$ cat config.mk
export PLATFORM = sky130hd
export DESIGN_NAME = wb_arbiter
export DESIGN_NICKNAME = d
export VERILOG_FILES = /design/src/rtl/zaks_pkg.sv /design/src/rtl/wb_fifo.sv /design/src/rtl/wb_arbiter.sv
export SDC_FILE = /design/constraint.sdc
export NUM_CORES = 1
export LEC_CHECK = 0
export ABC_CLOCK_PERIOD_IN_PS = 5300
export CORE_ASPECT_RATIO = 0.6
export CORE_MARGIN = 10
export CORE_UTILIZATION = 50
export DETAILED_ROUTE_END_ITERATION = 10
export PLACE_DENSITY = 0.72
export SETUP_SLACK_MARGIN = 0.3
export SYNTH_ARGS = -nofsm -noshare
export SYNTH_HDL_FRONTEND = slang
export SYNTH_HIERARCHICAL = 1
export SYNTH_SLANG_ARGS = --single-unit
$ cat constraint.sdc
create_clock -name clk -period 5.3 [get_ports clk]
set_input_delay 1.06 -clock clk [delete_from_list [all_inputs] [get_ports clk]]
set_output_delay 1.06 -clock clk [all_outputs]
set_load 0.01 [all_outputs]
$ cat src/rtl/zaks_pkg.sv
// Shared writeback types and sizing for the register-file write path.
package zaks_pkg;
  localparam int XLEN       = 32;
  localparam int AW         = 4;
  localparam int NREGS      = 2 ** AW;
  localparam int LQ_DEPTH   = 4;
  localparam int STARVE_MAX = 4;

  typedef logic [AW-1:0] reg_idx_t;

  typedef struct packed {
    reg_idx_t          rd;
    logic [XLEN-1:0]   data;
  } wb_entry_t;
endpackage

$ cat src/rtl/wb_fifo.sv
// Load-result FIFO; exposes head, occupancy and per-slot rd so pending writes can be tracked.
module wb_fifo
  import zaks_pkg::*;
#(
  parameter int DEPTH = LQ_DEPTH,
  localparam int PW   = $clog2(DEPTH),
  localparam int CW   = PW + 1
) (
  input  logic                     clk,
  input  logic                     rst,
  input  logic                     enq,
  input  wb_entry_t                enq_entry,
  input  logic                     deq,
  output wb_entry_t                head,
  output logic [CW-1:0]            count,
  output logic [DEPTH-1:0]         entry_valid,
  output logic [DEPTH-1:0][AW-1:0] entry_rd
);
  wb_entry_t      mem_reg [DEPTH];
  logic [PW-1:0]  wr_ptr_reg, rd_ptr_reg;
  logic [CW-1:0]  count_reg, count_next;
  logic           do_enq, do_deq;

  // Full/empty guards live here so the FIFO stays consistent whatever the caller asks.
  assign do_enq = enq && (count_reg != CW'(DEPTH));
  assign do_deq = deq && (count_reg != '0);

  always_comb begin
    count_next = count_reg;
    case ({do_enq, do_deq})
      2'b10:   count_next = count_reg + 1'b1;
      2'b01:   count_next = count_reg - 1'b1;
      default: count_next = count_reg;
    endcase
  end

  always_ff @(posedge clk) begin
    if (rst) begin
      wr_ptr_reg <= '0;
      rd_ptr_reg <= '0;
      count_reg  <= '0;
    end else begin
      if (do_enq) wr_ptr_reg <= wr_ptr_reg + 1'b1;
      if (do_deq) rd_ptr_reg <= rd_ptr_reg + 1'b1;
      count_reg <= count_next;
    end
  end

  always_ff @(posedge clk) begin
    if (do_enq) mem_reg[wr_ptr_reg] <= enq_entry;
  end

  assign head  = mem_reg[rd_ptr_reg];
  assign count = count_reg;

  genvar gi;
  generate
    for (gi = 0; gi < DEPTH; gi++) begin : g_slot
      logic [PW-1:0] offset;
      // Slot is live when its distance from the read pointer is below the occupancy.
      assign offset          = PW'(gi) - rd_ptr_reg;
      assign entry_valid[gi] = ({1'b0, offset} < count_reg);
      assign entry_rd[gi]    = mem_reg[gi].rd;
    end
  endgenerate
endmodule

$ cat src/rtl/wb_arbiter.sv
// Writeback arbiter: one registered register-file write per cycle from ALU or queued loads,
// with anti-starvation forcing and a pending-destination mask for issue logic.
module wb_arbiter
  import zaks_pkg::*;
(
  input  logic             clk,
  input  logic             rst,
  input  logic             alu_valid,
  output logic             alu_ready,
  input  logic [AW-1:0]    alu_rd,
  input  logic [XLEN-1:0]  alu_data,
  input  logic             lsu_valid,
  output logic             lsu_ready,
  input  logic [AW-1:0]    lsu_rd,
  input  logic [XLEN-1:0]  lsu_data,
  output logic             rf_we,
  output logic [AW-1:0]    rf_rd,
  output logic [XLEN-1:0]  rf_wd,
  output logic [NREGS-1:0] pend_mask
);
  localparam int SW = $clog2(STARVE_MAX + 1);
  localparam int CW = $clog2(LQ_DEPTH) + 1;

  wb_entry_t                  fifo_head, win_entry;
  logic [CW-1:0]              fifo_count;
  logic [LQ_DEPTH-1:0]        entry_valid;
  logic [LQ_DEPTH-1:0][AW-1:0] entry_rd;
  logic [SW-1:0]              starve_reg, starve_next;
  logic                       rf_we_reg;
  logic [AW-1:0]              rf_rd_reg;
  logic [XLEN-1:0]            rf_wd_reg;
  logic                       lq_nonempty, force_fifo, alu_win, win_valid, deq;

  wb_fifo #(.DEPTH(LQ_DEPTH)) u_fifo (
    .clk         (clk),
    .rst         (rst),
    .enq         (lsu_valid && lsu_ready),
    .enq_entry   ('{rd: lsu_rd, data: lsu_data}),
    .deq         (deq),
    .head        (fifo_head),
    .count       (fifo_count),
    .entry_valid (entry_valid),
    .entry_rd    (entry_rd)
  );

  assign lq_nonempty = (fifo_count != '0);
  assign force_fifo  = (starve_reg == SW'(STARVE_MAX)) && lq_nonempty;
  // A pending load to the same rd blocks the ALU so it can never overtake it.
  assign alu_ready   = !force_fifo && !pend_mask[alu_rd];
  assign lsu_ready   = (fifo_count != CW'(LQ_DEPTH));
  assign alu_win     = alu_valid && alu_ready;

  always_comb begin
    deq         = 1'b0;
    win_valid   = 1'b0;
    win_entry   = '0;
    starve_next = starve_reg;
    if (force_fifo) begin
      deq         = 1'b1;
      win_valid   = 1'b1;
      win_entry   = fifo_head;
      starve_next = '0;
    end else if (alu_win) begin
      win_valid   = 1'b1;
      win_entry   = '{rd: alu_rd, data: alu_data};
      starve_next = lq_nonempty ? starve_reg + 1'b1 : '0;
    end else if (lq_nonempty) begin
      deq         = 1'b1;
      win_valid   = 1'b1;
      win_entry   = fifo_head;
      starve_next = '0;
    end
  end

  always_ff @(posedge clk) begin
    if (rst) begin
      starve_reg <= '0;
      rf_we_reg  <= 1'b0;
      rf_rd_reg  <= '0;
      rf_wd_reg  <= '0;
    end else begin
      starve_reg <= starve_next;
      // r0 writes complete their handshake but are suppressed at the port.
      rf_we_reg  <= win_valid && (win_entry.rd != '0);
      if (win_valid) begin
        rf_rd_reg <= win_entry.rd;
        rf_wd_reg <= win_entry.data;
      end
    end
  end

  assign rf_we = rf_we_reg;
  assign rf_rd = rf_rd_reg;
  assign rf_wd = rf_wd_reg;

  genvar gi, gj;
  generate
    for (gi = 0; gi < NREGS; gi++) begin : g_pend
      if (gi == 0) begin : g_r0
        assign pend_mask[gi] = 1'b0;
      end else begin : g_rn
        logic [LQ_DEPTH-1:0] q_hit;
        for (gj = 0; gj < LQ_DEPTH; gj++) begin : g_q
          assign q_hit[gj] = entry_valid[gj] && (entry_rd[gj] == AW'(gi));
        end
        assign pend_mask[gi] = (|q_hit) || (rf_we_reg && (rf_rd_reg == AW'(gi)));
      end
    end
  endgenerate
endmodule

==> reports/results.env, run 1 <==
CP-START-KIND='register'
LARGEST_REGISTER_FF_COUNT=144
RESULT_OF_THE_RUN='finished, final reports clean'
SWITCHING_POWER_mW=1.89
GRT_UTIL_MET1=0.293
MET3_USAGE=0.0759
VIAS=6001
WORST_HOLD_SLACK_NS=0.480
GRT_ANTENNA_BEFORE_REPAIR=2
WORSTHOLDPATHTYPE='reg -> reg'
CORE.ROWCOUNT=37
POST-ROUTE-DRC-COUNT=0
TRITONCTS_CLOCK_TREE='built'
DRV_SLEW=0
WORSTPATHCELLLIST='inv_2 > ha_1 > a21oi_1 > or2_2 > nand3_1 > nor3_1 > or3_1 > a22o_1 > o32ai_4 > mux2i_1 > nor2_1 > clkdlybuf4s50_1'
SYNTHESIS.NETS=738
TIMING.FMAX_MHz=207
REGTOREGSETUPSLACK_NS=0.83
WORST-ENDPOINT-REQUIRED_NS=4.24
TRACK_USAGE=0.201
COMBPWRFRAC=0.353
LAYOUT_MIN_CYCLE_TIME_NS=4.83
POWER.DENSITY_nW_PER_UM2=494
FIN_SKEW_NS=0.0223
DIEAREA_UM2=23500
FP.DIEW_UM=191
PLACE_CONGESTION=0.925
PLACE.DETAILED.HPWL_UM=16400
ANT_NETS=0
CTS_HTREE_LEVELS=4
START_UTIL=0.512
WORSTSETUPENDPOINTTYPE='output port'
CAP_VIOL_MAX_COUNT=0
TIMING.REG2REG.WORST_PATH_DEPTH=19
SYN_INST=650
DETAIL_ROUTE.ITER0.VIOLATIONS=527
SYNTHESIS.AREA_UM2=8790
SETUP_TNS_NS=0
CRITICAL_PATH.REG2REG.STARTPOINT='u_fifo/rd_ptr_reg[0]'
INTERNAL_POWER_mW=3.44
CTSROOTBUFFERMASTER='sky130_fd_sc_hd__clkbuf_16'
USE_MET2=0.284
DRIVE_ABOVE_1_SHARE=0.150
REG2REG_TO='u_fifo/count[2]'
FINALSETUPVIOLCOUNT=0
LEAKAGEPOWER_nW=3.61
CRIT_PATH_MAX_FANOUT=7
CRITICAL_PATH.STARTPOINT='u_fifo/count[1]'
MOSTFREQUENTLAYOUTCELLS='144 x sky130_fd_sc_hd__edfxtp_1, 128 x sky130_fd_sc_hd__clkdlybuf4s50_1, 84 x sky130_fd_sc_hd__nand2_1, 72 x sky130_fd_sc_hd__nor2_1, 44 x sky130_fd_sc_hd__dfxtp_1'
FINAL_NET_COUNT=850
FLOPS_LATCHES_SYNTH=193
RSZ_0062_RAISED_AFTER_GLOBAL_ROUTING='no'
CRITPATHCAPTURE='alu_ready'
CLK_PIN_SLEW_NS=0.09
POWER_SWITCHING_SHARE=0.355
LAYOUT-AREA-OVERHEAD-VS-SYNTH_PCT=22.7
WORST_SLEW_PIN_TRAN_NS=1.17
PORTBUFFERS=129
GRT_START_MAX_NET_PINS=51
RELSLEWSLACK=0.217
YS_TYPES=63
MOSTFREQUENTLAYOUTCELL='sky130_fd_sc_hd__edfxtp_1'
ARRIVAL_NS=3.77
IOS=131
SYN_AREA_PER_CELL_UM2=13.5
CTS_BUFFERS=17
CP_SLOWEST_STAGE_DELAY_NS=0.54
GRT_BUSIEST_LAYER='met1'
WORSTSKEWPAIRLATENCY_NS=0.43
SYNTH_FF_TYPE='sky130_fd_sc_hd__edfxtp_1'
POWER.IR.VDD_WORST_uV=291
CLOCK_POWER_SHARE=0.257
CLOCK_PATH_BUFFERS=2
DRT-PASS1-ITER-COUNT=5
GLOBAL_ROUTE_WIRE_LENGTH_BEFORE_REPAIR_UM=36000
FINAL.PERIOD_UTILIZATION=0.911
P_SEQ_FRAC=0.390
PROPORTION_OF_SYNTHESIZED_CHIP_AREA_IN_SEQUENTIAL_CELLS=0.604
DIEHEIGHT_UM=123
WORSTSETUPPATHTYPE='reg -> out'
CRITPATHTOPFAMILY='simple AND/OR/NAND/NOR gates'
TOTALPOWERFINAL_mW=5.33
WORSTPATHBUFFERINVERTERCOUNT=2
FLOORPLAN.CORE_AREA_UM2=17200
DETAIL_ROUTE.VIAS_PER_CELL=5.94
TIMING.CRITICAL_PATH.SLOWEST_STAGE_CELL='sky130_fd_sc_hd__clkdlybuf4s50_1'
CRIT_CELLS=12
DRT-TOTAL-WL_UM=23700
ASYNCSETRESETFLOPFRACSYNTH=0
CTS_NUM_SINKS=193
NUMBER_OF_ENABLE_TYPE_REGISTER_CELLS_IN_THE_SYNTHESIZED_NETLIST=144
DRT-WIRELENGTH-PER-CELL_UM=23.4
FIRST_GLOBAL_VIAS=6094
HOLD_VIOLATIONS=0
YS_WARN_COUNT=6
GRT_OVERFLOW_TOTAL=0
## logic make-up (layout without fill, tap and decap cells)
family | Yosys count | after routing | share of synthesized area
AO/OA/AOI/OAI | 94 | 94 | 0.0982
XOR/XNOR | 5 | 5 | 0.00498
adder cells (fa/ha/maj) | 12 | 12 | 0.0179
buffers and inverters | 67 | 192 | 0.0488
flip-flops | 193 | 193 | 0.604
multiplexers | 40 | 40 | 0.0997
other | 1 | 2 | 0.000427
AND/OR/NAND/NOR | 238 | 238 | 0.126
## worst min-delay path, stage by stage (launching register included)
cell,delay [ns]
sky130_fd_sc_hd__dfxtp_1,0.32
sky130_fd_sc_hd__nand2_1,0.05
sky130_fd_sc_hd__a311oi_1,0.07
## per-stage QoR
stage / setup WS (ns) / instance area (um^2) / std cells / util
2_1_floorplan: 1.39 / 8790 / 650 / -
3_3_place_gp: 0.773 / 10100 / 973 / 0.587
3_5_place_dp: 0.673 / 10100 / 973 / 0.587
4_1_cts: 0.300 / 10700 / 1005 / 0.624
5_1_grt: 0.287 / 10800 / 1009 / 0.628
6_report: 0.472 / 10800 / 1010 / 0.628
## power groups by stage
| stage | clock network (mW) | registers, mW | logic [mW] |
|---|---|---|---|
| 5_1_grt | 1.46 | 2.11 | 2.04 |
| 2_1_floorplan | 0 | 2.08 | 1.17 |
| 4_1_cts | 1.40 | 2.07 | 1.86 |
| 6_report | 1.37 | 2.08 | 1.88 |
| 3_5_place_dp | 0 | 2.10 | 1.85 |
| 3_3_place_gp | 0 | 2.08 | 1.82 |
## layout make-up
class	count	area [um^2]
fill	1274	6390
timing repair buffer	141	1380
antenna	1	2.50
tap	234	293
sequential	193	5310
clock inverter	15	214
multi-input combinational	390	3090
inverter	19	71.3
clock buffer	17	425
## synth_stat cells (7+ instances only)
master / count / area [um^2]
sky130_fd_sc_hd__nor4_1: 7 / 43.8
sky130_fd_sc_hd__or3_1: 9 / 56.3
sky130_fd_sc_hd__nand2b_1: 13 / 81.3
sky130_fd_sc_hd__edfxtp_1: 144 / 4320
sky130_fd_sc_hd__mux4_2: 30 / 676
sky130_fd_sc_hd__a311oi_2: 10 / 150
sky130_fd_sc_hd__ha_1: 11 / 138
sky130_fd_sc_hd__nand3b_1: 9 / 67.6
sky130_fd_sc_hd__nor2_1: 72 / 270
sky130_fd_sc_hd__clkbuf_1: 15 / 56.3
sky130_fd_sc_hd__nor3_1: 10 / 50.1
sky130_fd_sc_hd__nand2_1: 84 / 315
sky130_fd_sc_hd__nand3_1: 11 / 55.1
sky130_fd_sc_hd__buf_4: 17 / 128
sky130_fd_sc_hd__a311oi_1: 26 / 228
sky130_fd_sc_hd__o22ai_1: 21 / 131
sky130_fd_sc_hd__a21oi_1: 10 / 50.1
sky130_fd_sc_hd__inv_1: 18 / 67.6
sky130_fd_sc_hd__dfxtp_1: 49 / 981
sky130_fd_sc_hd__buf_6: 8 / 90.1
## worst min path at each step
stage | start | endpoint | slack [ns] | depth (start not counted)
after global routing | rf_wd[20] | rf_wd[20] | 0.50 | 2
after detailed placement | rf_wd[20] | rf_wd[20] | 0.47 | 2
final | rf_wd[20] | rf_wd[20] | 0.48 | 2
after global placement | rf_wd[10] | rf_wd[10] | 0.46 | 2
after floorplan | starve_reg[0] | starve_reg[0] | 0.46 | 2
after CTS | rf_wd[20] | rf_wd[20] | 0.48 | 2
## per-layer routing
layer | routed length, um | vias to the layer above
li1 | - | 2697
met1 | 11100 | 3033
met2 | 10100 | 251
met3 | 2290 | 18
met4 | 168 | 2
met5 | 13 | -
## repair_timing
action / CTS / global route
setup buffers: 0 / 4
hold buffers: 0 / 0
pin swaps: 0 / 1
gates resized for setup: 1 / 7
setup endpoints to repair: 1 / 1
No activity file was read; power rests on OpenSTA's default activity.
==> inputs of run 2 (changes only) <==
Settings changed: ABC_AREA from default to 1, CORE_MARGIN 10 to 5, PLACE_DENSITY 0.72 to 0.71.
==> reports/results.env, run 2 <==
P_SEQ_FRAC=0.375
RESULT_OF_THE_RUN='finished, final reports clean'
TIMING.CRITICAL_PATH.SLOWEST_STAGE_CELL='sky130_fd_sc_hd__o21ai_0'
ASYNCSETRESETFLOPFRACSYNTH=0
TIMING.REG2REG.WORST_PATH_DEPTH=23
TRITONCTS_CLOCK_TREE='built'
CTS_BUFFERS=17
RSZ_0062_RAISED_AFTER_GLOBAL_ROUTING='no'
GRT_OVERFLOW_TOTAL=0
START_UTIL=0.507
CORE.ROWCOUNT=38
PLACE_CONGESTION=1.12
POWER.DENSITY_nW_PER_UM2=519
WORSTSKEWPAIRLATENCY_NS=0.43
CTS_NUM_SINKS=193
WORSTSETUPPATHTYPE='reg -> out'
IOS=131
POST-ROUTE-DRC-COUNT=0
CP-START-KIND='register'
POWER.IR.VDD_WORST_uV=277
RELSLEWSLACK=0.421
CLOCK_PATH_BUFFERS=2
ANTENNA_DIODE_COUNT=0
CTS_POST_SETUP_BUFFERS_INSERTED=0
DIEHEIGHT_UM=115
DIEAREA_UM2=21200
MOSTFREQUENTLAYOUTCELLS='237 x sky130_fd_sc_hd__nor2_1, 144 x sky130_fd_sc_hd__edfxtp_1, 128 x sky130_fd_sc_hd__clkdlybuf4s50_1, 83 x sky130_fd_sc_hd__nand2_1, 59 x sky130_fd_sc_hd__inv_1'
TIMING.FINAL.WS_SETUP_NS=0.600
CTS_HTREE_LEVELS=4
DRT-TOTAL-WL_UM=24400
TIMING.FMAX_MHz=213
CRIT_PATH_MAX_FANOUT=7
CTS_HOLD_BUFFERS=0
PORTBUFFERS=129
DRV_SLEW=0
INTERNAL_POWER_mW=3.46
GRT_ANTENNA_BEFORE_REPAIR=2
SWITCHING_POWER_mW=2.25
DETAIL_ROUTE.ITER0.VIOLATIONS=776
SYN_AREA_PER_CELL_UM2=9.39
DRT-WIRELENGTH-PER-CELL_UM=18.4
HOLDCRITSTARTPOINT='rf_wd[28]'
CLOCK_POWER_SHARE=0.219
FP.DIEW_UM=185
SYN_INST=974
SYNTH.TOP_CELL.AREA_SHARE=0.473
CP_SLOWEST_STAGE_DELAY_NS=0.63
ARRIVAL_NS=3.64
WORSTHOLDPATHTYPE='reg -> reg'
MOSTFREQUENTLAYOUTCELL='sky130_fd_sc_hd__nor2_1'
CLK_PIN_SLEW_NS=0.07
VIAS=7189
GRT_START_MAX_NET_PINS=73
LEAKAGEPOWER_nW=4.20
FINAL.PERIOD_UTILIZATION=0.887
DRT-PASS1-ITER-COUNT=7
CTSROOTBUFFERMASTER='sky130_fd_sc_hd__clkbuf_16'
POST-SYNTH-TOP-AREA-CELL='sky130_fd_sc_hd__edfxtp_1'
SETUP_TNS_NS=0
CAP_VIOL_MAX_COUNT=0
YOSYS.CELL_COUNT.TOP_TYPE='sky130_fd_sc_hd__nor2_1'
FIRST_GLOBAL_VIAS=6505
FIN_SKEW_NS=0.0153
GLOBAL_ROUTE_WIRE_LENGTH_BEFORE_REPAIR_UM=37400
ANT_NETS=0
DRIVE_ABOVE_1_SHARE=0.0969
FINAL_NET_COUNT=1159
TIMING.HOLD.WORST_PATH_DEPTH=2
REGTOREGSETUPSLACK_NS=1.07
POWER_SWITCHING_SHARE=0.394
CRITICAL_PATH.REG2REG.STARTPOINT='u_fifo/count[1]'
FLOPS_LATCHES_SYNTH=193
COMBPWRFRAC=0.406
YS_TYPES=37
PRE_CTS_WS_NS=1.09
FINAL.FILL_COUNT=1547
FLOORPLAN.CORE_AREA_UM2=18000
PLACE.DETAILED.HPWL_UM=16700
POST_CTS_RESIZED=0
TRACK_USAGE=0.231
FINALSETUPVIOLCOUNT=0
LAYOUT-AREA-OVERHEAD-VS-SYNTH_PCT=20.1
SYNTH_FF_TYPE='sky130_fd_sc_hd__edfxtp_1'
WORST_SLEW_PIN_TRAN_NS=0.866
SYNTHESIS.AREA_UM2=9150
LARGEST_REGISTER_FF_COUNT=144
SYNTHESIS.NETS=1062
SYNTHTOPCELLSBYCOUNT='241 x sky130_fd_sc_hd__nor2_1, 144 x sky130_fd_sc_hd__edfxtp_1, 83 x sky130_fd_sc_hd__nand2_1'
WORST-ENDPOINT-REQUIRED_NS=4.24
YS_WARN_COUNT=6
REG2REG_TO='u_fifo/count[2]'
WORSTPATHCELLLIST='inv_1 > ha_1 > a21oi_1 > o21ai_0 > nand3_1 > o21ai_0 > nor2_1 > nor2_1 > nor2_1 > nand2_1 > nand3_2 > nand2_1 > nor2_2 > clkdlybuf4s50_1'
HOLD_VIOLATIONS=0
WORSTSETUPENDPOINTTYPE='output port'
WHS_ENDPOINT='rf_wd[28]'
NETLIST_TOP_CELLS_AREA='sky130_fd_sc_hd__edfxtp_1 47%, sky130_fd_sc_hd__dfxtp_1 11%, sky130_fd_sc_hd__nor2_1 9.9%, sky130_fd_sc_hd__nand2_1 3.4%, sky130_fd_sc_hd__a21oi_1 3.0%'
PROPORTION_OF_SYNTHESIZED_CHIP_AREA_IN_SEQUENTIAL_CELLS=0.580
NUMBER_OF_ENABLE_TYPE_REGISTER_CELLS_IN_THE_SYNTHESIZED_NETLIST=144
DETAIL_ROUTE.VIAS_PER_CELL=5.43
CRITICAL_PATH_MOST_COMMON_CELL='sky130_fd_sc_hd__nor2_1'
LAYOUT_MIN_CYCLE_TIME_NS=4.70
==> run 2: cell count changes in the layout (fill, tap and decap cells not counted), sizes merged, moves of 10 or more <==
cell,change
o22ai,+16
o21ai,+106
a21oi,+45
inv,+48
a311oi,-36
nor2,+201
nand3,+42
nand4,+10
nand2b,-13
mux4,-36
==> run 2: power by group through the flow <==
stage                     clock network (mW)  logic [mW]  registers (mW)
final                                   1.25        2.31            2.14
after global routing                    1.34        2.56            2.17
after CTS                               1.27        2.30            2.14
after detailed placement                   0        2.28            2.17
after global placement                     0        2.27            2.16
after floorplan                            0        1.54            2.15
==> run 2: metrics by stage <==
stage               hold slack, ns  total power, mW  cells  area, um^2   util
detailed placement           0.478             4.46   1292       10400  0.578
floorplan                    0.455             3.69    974        9150      -
global route                 0.510             6.07   1324       11000  0.609
finish                       0.491             5.70   1324       11000  0.609
CTS                          0.488             5.71   1324       11000  0.609
global placement             0.465             4.44   1292       10400  0.578
==> run 2: worst max-delay path by stage <==
stage	start	end	slack, ns
floorplan	lsu_valid	u_fifo/mem_reg[0][0]	1.72
global placement	alu_rd[0]	alu_ready	1.07
detailed placement	alu_rd[0]	alu_ready	1.09
CTS	u_fifo/count[1]	alu_ready	0.65
global route	u_fifo/count[1]	alu_ready	0.32
finish	u_fifo/count[1]	alu_ready	0.60
==> run 2: layout make-up <==
cell class / instances / area, um^2 / share of cell area
Sequential cell: 193 / 5310 / 0.483
Multi-Input combinational cell: 650 / 3170 / 0.289
Timing Repair Buffer: 137 / 1350 / 0.123
Clock buffer: 18 / 429 / 0.0391
Tap cell: 240 / 300 / 0.0273
Inverter: 72 / 285 / 0.0260
Clock inverter: 14 / 146 / 0.0133
==> run 2: critical path: cells and delay by family (launching register included) <==
kind	cells	cell delay, ns
AND/OR/NAND/NOR	8	0.93
AO/OA/AOI/OAI	3	0.89
buffers and inverters	2	0.66
flip-flops	1	0.38
adder cells (fa/ha/maj)	1	0.35
==> run 2: logic make-up after synthesis <==
kind of cell | after synthesis | share of synthesized area
DFF | 193 | 0.580
and+or+nand+nor | 434 | 0.208
buffers and inverters | 131 | 0.0772
other | 1 | 0.000410
adders and majority gates | 12 | 0.0172
AOI/OAI and AO/OA | 202 | 0.116
xor gates and xnor gates | 1 | 0.000958
==> run 2: layer usage <==
layer	part of all wire	global-route usage
met1	0.48	0.369
met2	0.39	0.303
met3	0.12	0.0778
met4	0.0065	0.0433
met5	0.00078	0
==> inputs of run 3 (changes only) <==
Settings changed: CAP_MARGIN from default to 10, CTS_CLUSTER_SIZE from default to 8.
==> results of run 3 <==
No change in the layout: final DEF, timing and power equal those of run 2.
